<file path="config.mk">
export PLATFORM = sky130hd
export DESIGN_NAME = multicycle_ctrl
export DESIGN_NICKNAME = d
export VERILOG_FILES = /design/src/rtl/multicycle_ctrl_pkg.sv /design/src/rtl/multicycle_ctrl_wait.sv /design/src/rtl/multicycle_ctrl.sv
export SDC_FILE = /design/constraint.sdc
export NUM_CORES = 1
export LEC_CHECK = 0
export ABC_AREA = 1
export CAP_MARGIN = 20
export CORE_MARGIN = 2
export CORE_UTILIZATION = 49
export CTS_BUF_LIST = sky130_fd_sc_hd__clkbuf_2
export DETAILED_ROUTE_END_ITERATION = 8
export GPL_ROUTABILITY_DRIVEN = 0
export PLACE_DENSITY = 0.76
export RECOVER_POWER = 100
export SETUP_SLACK_MARGIN = 0.05
export SYNTH_ARGS = -nofsm -noshare
export SYNTH_HDL_FRONTEND = slang
export SYNTH_SLANG_ARGS = --single-unit
</file>
<file path="constraint.sdc">
create_clock -name clk_i -period 2 [get_ports clk_i]
set_input_delay 0.2 -clock clk_i [delete_from_list [all_inputs] [get_ports clk_i]]
set_output_delay 0.2 -clock clk_i [all_outputs]
set_load 0.02 [all_outputs]
</file>
<file path="src/rtl/multicycle_ctrl_pkg.sv">
// Shared codes for the multi-cycle main controller: opcodes, ALUOp values,
// FSM state encodings and datapath mux select codes.
package ctrl_pkg;

    localparam logic [5:0] OP_R    = 6'b000000;
    localparam logic [5:0] OP_J    = 6'b000010;
    localparam logic [5:0] OP_JAL  = 6'b000011;
    localparam logic [5:0] OP_BEQ  = 6'b000100;
    localparam logic [5:0] OP_BNE  = 6'b000101;
    localparam logic [5:0] OP_ADDI = 6'b001000;
    localparam logic [5:0] OP_SLTI = 6'b001010;
    localparam logic [5:0] OP_ORI  = 6'b001101;
    localparam logic [5:0] OP_LUI  = 6'b001111;
    localparam logic [5:0] OP_LW   = 6'b100011;
    localparam logic [5:0] OP_SW   = 6'b101011;

    localparam logic [2:0] ALUOP_BRANCH = 3'b001;
    localparam logic [2:0] ALUOP_R_TYPE = 3'b010;
    localparam logic [2:0] ALUOP_ADDI   = 3'b100;
    localparam logic [2:0] ALUOP_SLTI   = 3'b101;
    localparam logic [2:0] ALUOP_LUI    = 3'b110;
    localparam logic [2:0] ALUOP_ORI    = 3'b111;

    localparam logic [3:0] ST_IDLE     = 4'd0;
    localparam logic [3:0] ST_FETCH    = 4'd1;
    localparam logic [3:0] ST_DECODE   = 4'd2;
    localparam logic [3:0] ST_MEM_ADDR = 4'd3;
    localparam logic [3:0] ST_MEM_RD   = 4'd4;
    localparam logic [3:0] ST_MEM_WB   = 4'd5;
    localparam logic [3:0] ST_MEM_WR   = 4'd6;
    localparam logic [3:0] ST_R_EXEC   = 4'd7;
    localparam logic [3:0] ST_R_WB     = 4'd8;
    localparam logic [3:0] ST_I_EXEC   = 4'd9;
    localparam logic [3:0] ST_I_WB     = 4'd10;
    localparam logic [3:0] ST_BRANCH   = 4'd11;
    localparam logic [3:0] ST_JUMP     = 4'd12;

    localparam logic [1:0] PCSRC_ALU    = 2'b00;
    localparam logic [1:0] PCSRC_ALUOUT = 2'b01;
    localparam logic [1:0] PCSRC_JUMP   = 2'b10;

    localparam logic [1:0] RDST_RT = 2'b00;
    localparam logic [1:0] RDST_RD = 2'b01;
    localparam logic [1:0] RDST_RA = 2'b10;

    localparam logic [1:0] M2R_ALUOUT = 2'b00;
    localparam logic [1:0] M2R_MDR    = 2'b01;
    localparam logic [1:0] M2R_PC     = 2'b10;

    localparam logic [1:0] ASB_RT      = 2'b00;
    localparam logic [1:0] ASB_FOUR    = 2'b01;
    localparam logic [1:0] ASB_IMM     = 2'b10;
    localparam logic [1:0] ASB_IMM_SH2 = 2'b11;

    function automatic logic [2:0] itype_aluop(input logic [5:0] op);
        logic [2:0] aop;
        case (op)
            OP_SLTI: aop = ALUOP_SLTI;
            OP_ORI:  aop = ALUOP_ORI;
            OP_LUI:  aop = ALUOP_LUI;
            default: aop = ALUOP_ADDI;
        endcase
        return aop;
    endfunction

endpackage

</file>
<file path="src/rtl/multicycle_ctrl_wait.sv">
// Wait-state counter for the memory handshake states; flags a timeout on the
// last permitted wait cycle so the controller can abort back to FETCH.
module mem_wait_timer #(
    parameter int MEM_TIMEOUT = 15
) (
    input  logic clk_i,
    input  logic rst_i,
    input  logic clear,
    input  logic hold,
    output logic timeout
);

    // Count is 0 in the first cycle of a wait state, so the limit is
    // MEM_TIMEOUT-1: the abort fires on the MEM_TIMEOUT-th unready cycle.
    localparam logic [7:0] LIMIT = 8'(MEM_TIMEOUT - 1);

    logic [7:0] r_cnt;

    always_ff @(posedge clk_i or posedge rst_i) begin
        if (rst_i)
            r_cnt <= 8'd0;
        else if (clear)
            r_cnt <= 8'd0;
        else if (hold)
            r_cnt <= r_cnt + 8'd1;
    end

    assign timeout = hold && (r_cnt == LIMIT);

endmodule

</file>
<file path="src/rtl/multicycle_ctrl.sv">
// Multi-cycle main control FSM: sequences fetch/decode/execute/memory/writeback
// and drives datapath enables plus ALUOp for the ALU controller.
module multicycle_ctrl
    import ctrl_pkg::*;
#(
    parameter int MEM_TIMEOUT = 15
) (
    input  logic       clk_i,
    input  logic       rst_i,
    input  logic [5:0] opcode_i,
    input  logic       mem_ready_i,
    output logic       pc_write_o,
    output logic       pc_write_cond_o,
    output logic       branch_ne_o,
    output logic [1:0] pc_source_o,
    output logic       iord_o,
    output logic       mem_read_o,
    output logic       mem_write_o,
    output logic       ir_write_o,
    output logic       reg_write_o,
    output logic [1:0] reg_dst_o,
    output logic [1:0] mem_to_reg_o,
    output logic       alu_src_a_o,
    output logic [1:0] alu_src_b_o,
    output logic [2:0] alu_op_o,
    output logic       illegal_o,
    output logic       bus_err_o
);

    logic [3:0] r_state;
    logic [3:0] w_next;
    logic [5:0] r_opcode;
    logic       w_wait_st;
    logic       w_next_wait;
    logic       w_hold;
    logic       w_clear;
    logic       w_timeout;
    logic       w_illegal;

    assign w_wait_st   = (r_state == ST_FETCH) || (r_state == ST_MEM_RD) || (r_state == ST_MEM_WR);
    assign w_next_wait = (w_next == ST_FETCH) || (w_next == ST_MEM_RD) || (w_next == ST_MEM_WR);
    assign w_hold      = w_wait_st && !mem_ready_i;
    // A timeout that lands back in FETCH is a fresh entry and restarts the count.
    assign w_clear     = w_next_wait && ((w_next != r_state) || w_timeout);

    mem_wait_timer #(.MEM_TIMEOUT(MEM_TIMEOUT)) u_wait (
        .clk_i   (clk_i),
        .rst_i   (rst_i),
        .clear   (w_clear),
        .hold    (w_hold),
        .timeout (w_timeout)
    );

    always_ff @(posedge clk_i or posedge rst_i) begin
        if (rst_i)
            r_state <= ST_IDLE;
        else
            r_state <= w_next;
    end

    always_ff @(posedge clk_i or posedge rst_i) begin
        if (rst_i)
            r_opcode <= 6'd0;
        else if (r_state == ST_DECODE)
            r_opcode <= opcode_i;
    end

    always_comb begin
        w_next    = r_state;
        w_illegal = 1'b0;
        case (r_state)
            ST_IDLE:     w_next = ST_FETCH;
            ST_FETCH:    w_next = mem_ready_i ? ST_DECODE : ST_FETCH;
            ST_DECODE: begin
                case (opcode_i)
                    OP_LW, OP_SW:                      w_next = ST_MEM_ADDR;
                    OP_R:                              w_next = ST_R_EXEC;
                    OP_ADDI, OP_SLTI, OP_ORI, OP_LUI:  w_next = ST_I_EXEC;
                    OP_BEQ, OP_BNE:                    w_next = ST_BRANCH;
                    OP_J, OP_JAL:                      w_next = ST_JUMP;
                    default: begin
                        w_next    = ST_FETCH;
                        w_illegal = 1'b1;
                    end
                endcase
            end
            ST_MEM_ADDR: w_next = (r_opcode == OP_SW) ? ST_MEM_WR : ST_MEM_RD;
            ST_MEM_RD: begin
                if (mem_ready_i)    w_next = ST_MEM_WB;
                else if (w_timeout) w_next = ST_FETCH;
            end
            ST_MEM_WR: begin
                if (mem_ready_i || w_timeout) w_next = ST_FETCH;
            end
            ST_R_EXEC:   w_next = ST_R_WB;
            ST_I_EXEC:   w_next = ST_I_WB;
            ST_MEM_WB, ST_R_WB, ST_I_WB, ST_BRANCH, ST_JUMP: w_next = ST_FETCH;
            default:     w_next = ST_IDLE;
        endcase
    end

    always_comb begin
        pc_write_o      = 1'b0;
        pc_write_cond_o = 1'b0;
        branch_ne_o     = 1'b0;
        pc_source_o     = PCSRC_ALU;
        iord_o          = 1'b0;
        mem_read_o      = 1'b0;
        mem_write_o     = 1'b0;
        ir_write_o      = 1'b0;
        reg_write_o     = 1'b0;
        reg_dst_o       = RDST_RT;
        mem_to_reg_o    = M2R_ALUOUT;
        alu_src_a_o     = 1'b0;
        alu_src_b_o     = ASB_RT;
        alu_op_o        = 3'b000;
        case (r_state)
            ST_FETCH: begin
                mem_read_o  = 1'b1;
                alu_src_b_o = ASB_FOUR;
                alu_op_o    = ALUOP_ADDI;
                ir_write_o  = mem_ready_i;
                pc_write_o  = mem_ready_i;
            end
            ST_DECODE: begin
                alu_src_b_o = ASB_IMM_SH2;
                alu_op_o    = ALUOP_ADDI;
            end
            ST_MEM_ADDR: begin
                alu_src_a_o = 1'b1;
                alu_src_b_o = ASB_IMM;
                alu_op_o    = ALUOP_ADDI;
            end
            ST_MEM_RD: begin
                mem_read_o = 1'b1;
                iord_o     = 1'b1;
            end
            ST_MEM_WB: begin
                reg_write_o  = 1'b1;
                mem_to_reg_o = M2R_MDR;
            end
            ST_MEM_WR: begin
                mem_write_o = 1'b1;
                iord_o      = 1'b1;
            end
            ST_R_EXEC: begin
                alu_src_a_o = 1'b1;
                alu_op_o    = ALUOP_R_TYPE;
            end
            ST_R_WB: begin
                reg_write_o = 1'b1;
                reg_dst_o   = RDST_RD;
            end
            ST_I_EXEC: begin
                alu_src_a_o = 1'b1;
                alu_src_b_o = ASB_IMM;
                alu_op_o    = itype_aluop(r_opcode);
            end
            ST_I_WB:     reg_write_o = 1'b1;
            ST_BRANCH: begin
                alu_src_a_o     = 1'b1;
                alu_op_o        = ALUOP_BRANCH;
                pc_write_cond_o = 1'b1;
                pc_source_o     = PCSRC_ALUOUT;
                branch_ne_o     = r_opcode[0];
            end
            ST_JUMP: begin
                pc_write_o  = 1'b1;
                pc_source_o = PCSRC_JUMP;
                if (r_opcode == OP_JAL) begin
                    reg_write_o  = 1'b1;
                    reg_dst_o    = RDST_RA;
                    mem_to_reg_o = M2R_PC;
                end
            end
            default: ;
        endcase
    end

    assign illegal_o = w_illegal;
    assign bus_err_o = w_timeout;

endmodule

</file>
Word level (Yosys, flattened, before mapping)
Index checks and enable logic that the tools add are counted.

storage, ports and cells
  bits in registers = 18
  input bits = 9
  output and inout bits = 22
  logic and storage cells = 89

operators by class
  add/subtract/negate cells = 1
  eq/ne operators = 32
  multiplexer cells = 28
  reduce and logical (&&, ||, !) cells = 25

operators by type and width
  kind                                                  count
  equality test 6 x 4 -> 1 bit (second input constant)  7
  one-hot mux 4 bit (8 select lines)                    1
  equality test 4 x 3 -> 1 bit (second input constant)  6
  equality test 4 bit (second input constant)           5
  one-hot mux 4 bit (5 select lines)                    1
  equality test 6 x 2 -> 1 bit (second input constant)  3
  equality test 6 bit (second input constant)           3
  two-way mux 8 bit                                     2
  equality test 6 x 3 -> 1 bit (second input constant)  2
  two-way mux 4 bit                                     3
  one-hot mux 2 bit (2 select lines)                    3
  one-hot mux 2 bit (3 select lines)                    2
  one-hot mux 3 bit (4 select lines)                    1
  OR reduction 2 bit                                    6
  OR reduction 11 bit                                   1
  two-way mux 1 bit                                     10
  adder 8 x 1 -> 8 bit (second input constant)          1
  equality test 4 x 1 -> 1 bit (second input constant)  2
  equality test 4 x 2 -> 1 bit (second input constant)  2
  equality test 8 x 4 -> 1 bit (second input constant)  1
  OR reduction 4 bit                                    2
  zero test 6 bit                                       1
  logical OR 1 bit                                      6
  two-way mux 2 bit                                     3
  other kinds (8)                                       12

Depth between registers and ports, before layout
Gate-level depths: netlist of run 1.

  depth in word-level cells = 13
  gate-level depth with buffers = 15
  depth with buffers taken out = 15

Modules after synthesis
Synthesis of run 1 repeated with hierarchy kept, for this count alone.

unflattened totals
  cells, all modules = 220
  area total of the unflattened synthesis = 1375.1 um2

modules (own cells, without submodules)
  module           times used  cells each  area each (um2)  seq. area each (um2)
  multicycle_ctrl  1           157         888.4            250.2
  mem_wait_timer   1           63          486.7            200.2

Worst setup path before layout of run 1
OpenSTA, ideal clock, no wires.

  path type = register to output
  from = register r_state[1]
  to = output port reg_write_o
  data arrival time = 1.819 ns
  data required time = 1.800 ns
  setup slack = -0.019 ns
  stages on the path, launching flop included = 6
  buffers on the path = 0
  path through = dfrtp_1 -> nor2_1 -> inv_1 -> nor3_1 -> inv_1 -> o211ai_1

on the way
  cells in the longest elaborated chain, start to end = 3
  elaborated cells between the ends (all ways) = 6
  classes of those cells = eq/ne: 4; mux: 1; reduce/logical: 1

RTL lines
  what                                                                 line                    source
  start, declared                                                      multicycle_ctrl.sv:30   logic [3:0] r_state;
  start signal, assigned                                               multicycle_ctrl.sv:58   r_state <= w_next;
  equality test 4 x 3 -> 1 bit or equality test 4 bit (tied branches)  multicycle_ctrl.sv:117  case (r_state)
  OR reduction 3 bit (no source line)                                  n/a
  one-hot mux 1 bit (2 select lines) (*)                               multicycle_ctrl.sv:117
  end, declared                                                        multicycle_ctrl.sv:20   output logic reg_write_o,

Mark *: on every way between the ends. The rest lies on a longest branch, timed or not.

Final worst setup path of run 1
  from = register r_state[1]
  to = output port ir_write_o

on the way
  cells in the longest elaborated chain, start to end = 2

RTL lines
  what                          line                    source
  equality test 4 x 1 -> 1 bit  multicycle_ctrl.sv:117
  two-way mux 1 bit             multicycle_ctrl.sv:117
  end, declared                 multicycle_ctrl.sv:19   output logic ir_write_o,

Every way passes these cells.

==> results by group, run 1 <==
Run status
  • Status: complete, no violations

STA
  • RSZ-0062 raised after global routing: true
  • Final period util: 96.5%
  • Final Hold Fails: 0
  • Worst slew pin tran: 697 ps
  • Max Transition Viols Final: 0
  • Rel. slew slack: 53.4%
  • Final setup vio count: 0
  • Post-layout min period: 1930 ps
  • Fmax: 518 MHz
  • Setup Skew: 9.31 ps

Logic synthesis
  • Synth Area in Adders: 1.69%
  • Mapped Nets: 223
  • Compound-Gate Fraction of Synth Area: 6.66%
  • XOR/XNOR share of the synthesized area: 4.13%
  • Cells after Synth: 212
  • Synth Flop Type: dfrtp_1
  • Synth Cell Area: 1480 µm²
  • Cell variety after synth: 29
  • Syn avg cell area: 7.00 µm²
  • Asr flop ratio synth: 100%
  • Fraction of synthesized area in multiplexers: 0%
  • Seq/Total Area, Yosys: 30.4%
  • Syn. warnings: 0
  • EDFF count, synth: 0
  • Main combinational cell family by area after synthesis: simple AND/OR/NAND/NOR gates
  • #FFs+latches synth: 18
  • Simple-Gate Fraction of Synth Area: 48.3%

Clock network
  • Total CTS buffers: 3
  • Skew-Pair Late Insertion Delay: 300 ps
  • CTS tree: yes
  • Clk sinks: 18
  • CTS Hold Bufs: 0
  • CTS clk-pin slew, worst paths: 170 ps
  • # H-tree levels: 1
  • Clock buffer depth: 2
  • Clk root buf: clkbuf_2

Worst setup path
  • CP Cell Sequence: buf_4 -> inv_2 -> nand2_1 -> nor2_2 -> nand2_2 -> inv_1 -> dlygate4sd2_1
  • CP startpoint kind: flop
  • Worst stage delay on the critical path: 460 ps
  • Critical path's slowest cell: dfrtp_1
  • Critical Path AT: 1730 ps
  • Critical Path Fanout Max: 4
  • Worst Path Buf+Inv: 4
  • CP top delay family: buffers and inverters
  • CP Capture Type: output pin
  • CP Class: reg -> out
  • Crit path required time: 1800 ps

Pwr
  • P_leak: 1.09 nW
  • Max IR drop VDD: 0.579 mV
  • Pwr Density: 1410 nW/µm²

Placed design
  • Placed cell areas: 1940 µm²
  • Post-Place Cells: 288
  • Port Buf Inserts: 30
  • HPWL after DPL: 3120 µm

Floorplan
  • IO Pins: 31
  • Die footprint: 3480 µm²
  • DIE HEIGHT: 59.0 µm
  • Row cnt: 19
  • Initial Util: 52.9%
  • Core box area: 2810 µm²
  • Die X: 59.0 µm

Global routing
  • First-pass GRT wire length: 6320 µm
  • Pin count of the biggest net entering global routing: 19
  • Most Crowded Layer GR: met2
  • Total GRT Usage: 24.2%
  • Met1 usage: 31.8%
  • Met3 usage: 5.02%
  • Antenna violations before repair: 0
  • Overflow after GRT: 0
  • Vias in the first global route: 1431
  • Met2 usage: 39.8%

Detailed routing
  • DRC Markers: 0
  • Vias after detailed routing: 1528
  • ANT nets after route: 0
  • Post-Route WL: 3920 µm
  • Initial DRC count: 64
  • Via/cell ratio: 5.20
  • DRT Pass-1 Iters: 5
  • DR WL/cell: 13.3 µm

Layout
  • Final non-filler cell total: 294
  • Commonest non-fill, non-tap cell in the layout: nand2_1
  • Final nets: 276
  • Area Growth Syn to Fin: 32.5%
  • Area of the multi-input gates: 953 µm²
  • Commonest cells after routing, fill and taps aside: 45 x nand2_1, 28 x nor2_1, 21 x inv_1
  • Design area: 1970 µm²
  • Sequential standard cell area: 452 µm²
  • Fillers: 268
  • Share of cells above drive strength 1: 31.9%
  • N_diodes: 0

Run
  • Max cap viols: 0

Worst hold path
  • Hold Path Class: in -> async
## sequential cells by signal, indices dropped and copies added (netlist names)
| signal | cells |
|---|---|
| u_wait.r_cnt | 8 |
| r_state | 4 |
| r_opcode | 6 |
## logic make-up (layout without fill, tap and decap cells)
| kind of cell | after synthesis | in the layout |
|---|---|---|
| XOR/XNOR | 7 | 7 |
| AO/OA/AOI/OAI | 15 | 15 |
| buffers and inverters | 33 | 84 |
| flip-flops | 18 | 18 |
| adder cells (fa/ha/maj) | 2 | 2 |
| AND/OR/NAND/NOR | 137 | 137 |
## Yosys cell counts, drive strengths merged, types with 2 or more instances
cell type,number,area (µm²)
nand2,63,297
nor2,46,234
inv,30,113
dfrtp,18,450
nand3,17,105
o21ai,8,40.0
nand4,6,37.5
xor2,6,52.6
a21oi,2,10.0
buf,2,15.0
ha,2,25.0
nand3b,2,27.5
nor3,2,10.0
## power breakdown
part | switching (W) | internal [W] | leakage (nW) | total (W)
Sequential | 0.000124 | 0.000486 | 0.233 | 0.000610
Combinational | 0.00128 | 0.000726 | 0.842 | 0.00201
Clock | 0.000111 | 0.0000409 | 0.0125 | 0.000152
Total | 0.00152 | 0.00125 | 1.09 | 0.00277
## what timing repair did
| action | CTS | global route |
|---|---|---|
| setup endpoints to repair | 30 | 19 |
| pin swaps | 1 | 7 |
| gates resized for setup | 35 | 29 |
| setup buffers | 1 | 2 |
## area by class of cell
type                    count  area share, %
multi-input cells         161           48.5
clock buffers               3          0.763
well taps                  31           1.97
repair buffers             50           19.9
flip-flops and latches     18           23.0
inverters                  31           5.92
## stage by stage
stage	hold WS [ps]	util, %	setup WS, ps	TNS, ps	power (W)
after floorplan	139	-	202	0	0.00195
after global placement	483	69.2	-91.3	-350	0.00254
after detailed placement	520	69.2	-81.1	-542	0.00260
after CTS	287	69.8	51.3	0	0.00270
after global routing	447	70.1	24.8	0	0.00297
final	409	70.1	69.5	0	0.00277
## final timing paths
kind	startpoint	cells past startpoint	slack (ps)	endpoint
max in group asynchronous	rst_i	2	1110	r_state[3]
setup reg to reg	r_state[0]	14	120	u_wait.r_cnt[4]
hold reg to reg	r_opcode[1]	2	570	r_opcode[1]
setup / recovery	r_state[1]	7	70	ir_write_o
hold / removal	rst_i	2	410	u_wait.r_cnt[3]
min in group clk_i	opcode_i[2]	3	560	r_opcode[2]
## metal layers
| metal | share of wire [%] | vias up |
|---|---|---|
| met4 | 2.3 | 0 |
| met3 | 4.0 | 11 |
| met1 | 44 | 707 |
| met2 | 50 | 43 |
| met5 | 0 | - |
| li1 | - | 767 |
Note: power is estimated with default switching activity, not from simulation.
==> run 2, diff against run 1 <==
CORE_UTILIZATION = 25   (was 49)
PLACE_DENSITY = 0.44   (was 0.76)
==> run 2 against run 1 <==
Effect of this change:
- wire length up 2.8%
- global-route usage down 11 points
- non-clock buffer count up 1
==> results by group, run 2 (synthesis gave the netlist of run 1 again) <==
Detailed routing
  • Post-Route WL: 4030 µm (+2.8%)
  • Initial DRC count: 58 (-9.4%)
  • ANT nets after route: 0 (unchanged)
  • DR WL/cell: 11.9 µm (-11%)
  • Via/cell ratio: 4.39 (-16%)
  • DRT Pass-1 Iters: 4 (-1)
  • Vias after detailed routing: 1492 (-2.4%)
  • DRC Markers: 0 (unchanged)

Clock network
  • Skew-Pair Late Insertion Delay: 310 ps (about the same)
  • Total CTS buffers: 3 (unchanged)
  • Clock buffer depth: 2 (unchanged)
  • # H-tree levels: 1 (unchanged)
  • Clk sinks: 18 (unchanged)
  • CTS tree: yes
  • CTS Hold Bufs: 0 (unchanged)
  • CTS clk-pin slew, worst paths: 180 ps (about the same)
  • Clk root buf: clkbuf_2

STA
  • RSZ-0062 raised after global routing: true
  • Setup Skew: 9.42 ps (+0.111 ps)
  • Post-layout min period: 1850 ps (-82.5 ps)
  • Final Hold Fails: 0 (unchanged)
  • Final hold slack: 530 ps (+121 ps)
  • Final setup vio count: 0 (unchanged)
  • Setup slack after layout: 152 ps (+82.5 ps)
  • Rel. slew slack: 32.0% (-21 points)
  • Fmax: 541 MHz (+4.5%)
  • Max Transition Viols Final: 0 (unchanged)
  • Final period util: 92.4% (-4.1 points)
  • Worst slew pin tran: 1020 ps (+323 ps)

Worst setup path
  • CP Class: reg -> out
  • Crit path required time: 1800 ps (about the same)
  • Critical path's slowest cell: dfrtp_1
  • CP top delay family: flip-flops
  • Critical Path Fanout Max: 4 (unchanged)
  • Worst stage delay on the critical path: 460 ps (about the same)
  • Critical Path Source: r_state[0]
  • Flop-to-flop setup slack: 150 ps (+30 ps)
  • CP Cell Sequence: nor2_1 -> inv_1 -> nor3_2 -> inv_1 -> o211ai_1 -> clkbuf_2
  • Critical Path AT: 1650 ps (-80 ps)
  • CP startpoint kind: flop
  • CP Capture Type: output pin
  • CP most frequent cell: inv_1
  • Worst Path Buf+Inv: 3 (-1)
  • FF-to-FF Start: r_state[2]

Layout
  • Commonest non-fill, non-tap cell in the layout: nand2_1
  • Fillers: 674 (+150%)
  • Register with the most flip-flops: u_wait.r_cnt
  • Layout Utilization: 35.4% (-35 points)
  • Final non-filler cell total: 340 (+16%)
  • Commonest cells after routing, fill and taps aside: 44 x nand2_1, 27 x nor2_1, 22 x inv_1
  • Area Growth Syn to Fin: 38.8%
  • Final nets: 277 (+0.36%)
  • Regs by FF count: u_wait.r_cnt: 8 flops, r_opcode: 6 flops, r_state: 4 flops
  • Largest register FFs: 8 (unchanged)
  • N_diodes: 0 (unchanged)
  • Share of cells above drive strength 1: 34.0% (+2.0 points)
  • Design area: 2060 µm² (+4.7%)

Worst hold path
  • Hold Path Class: in -> reg
  • Start point of the worst hold path: opcode_i[3]

Floorplan
  • DIE HEIGHT: 81.0 µm (+37%)
  • Die X: 81.0 µm (+37%)
  • Initial Util: 25.5% (-27 points)
  • Core box area: 5820 µm² (+110%)
  • IO Pins: 31 (unchanged)
  • Row cnt: 28 (+9)
  • Die footprint: 6570 µm² (+88%)

Global routing
  • Antenna violations before repair: 0 (unchanged)
  • Overflow after GRT: 0 (unchanged)
  • Vias in the first global route: 1399 (-2.2%)
  • Pin count of the biggest net entering global routing: 19 (unchanged)
  • Total GRT Usage: 13.0% (-11 points)
  • First-pass GRT wire length: 6510 µm (+2.9%)

Run
  • Max cap viols: 0 (unchanged)

Pwr
  • Pwr Density: 1390 nW/µm² (-0.98%)
  • P_leak: 1.09 nW (+0.69%)
  • Max IR drop VDD: 0.463 mV (-20%)

Placed design
  • Port Buf Inserts: 30 (unchanged)
  • Post-Place Cells: 332 (+15%)
  • Placed cell areas: 2000 µm² (+2.8%)
  • HPWL after DPL: 3180 µm (+2.1%)
  • Setup slack at placement: -110 ps (-29.0 ps)

Run status
  • Status: complete, no violations
run 2: changes by cell type in the layout (fill, tap and decap cells not counted), sizes merged:
cell           before  now
buf                20   19
clkbuf             10   18
clkdlybuf4s15       1    0
clkinv              0    1
dlygate4sd2        14    9
run 2: worst register-to-register path, cell delays in order, from the launching register on:
cell	delay, ps
dfrtp_2	480
clkbuf_2	140
nor2_4	170
nand3_4	110
nand2_4	90
buf_4	140
nand2_1	90
nor2_1	190
nand3_1	120
xor2_1	180
nor2_2	60
run 2: per-stage QoR:
step                setup TNS [ps]  total power [W]
finish                           0          0.00287
global route                     0          0.00314
CTS                              0          0.00274
global placement              -268          0.00263
detailed placement            -380          0.00260
floorplan                        0          0.00195
run 2: routing by layer:
layer / share of wire, % / track usage (%) / wire length, µm / vias up
li1: - / - / - / 777
met1: 48 / 17.4 / 1920 / 688
met2: 49 / 21.7 / 1960 / 25
met3: 3.3 / 3.00 / 134 / 2
met4: 0.20 / 2.03 / 8 / 0
met5: 0 / 0 / 0 / -
run 2: path summary, 6_finish.rpt:
check	end	cells past startpoint
worst max-delay path	reg_write_o	6
worst min-delay path	r_opcode[3]	3
worst max register to register	u_wait.r_cnt[6]	10
worst min register to register	r_opcode[1]	2
max in group asynchronous	r_state[2]	3
min in group asynchronous	u_wait.r_cnt[4]	3
run 2: power breakdown:
group	internal (W)	total, W	switching, W
combinational	0.000774	0.00210	0.00132
clock	0.0000435	0.000163	0.000119
sequential	0.000488	0.000612	0.000124
run 2: what timing repair did:
item                                    CTS  global route
buffers inserted                          2             2
endpoints found under the setup margin   30            24
pin swaps                                 1             9
gates resized for setup                  41            50
run 2: cell type report:
class / instances / area (µm²) / area share, %
clock buffers: 3 / 15.0 / 0.729
repair buffers: 51 / 365 / 17.7
multi-input cells: 161 / 1000 / 48.7
inverters: 31 / 126 / 6.14
well taps: 75 / 93.8 / 4.56
clock inverters: 1 / 3.75 / 0.182
flip-flops and latches: 18 / 453 / 22.0
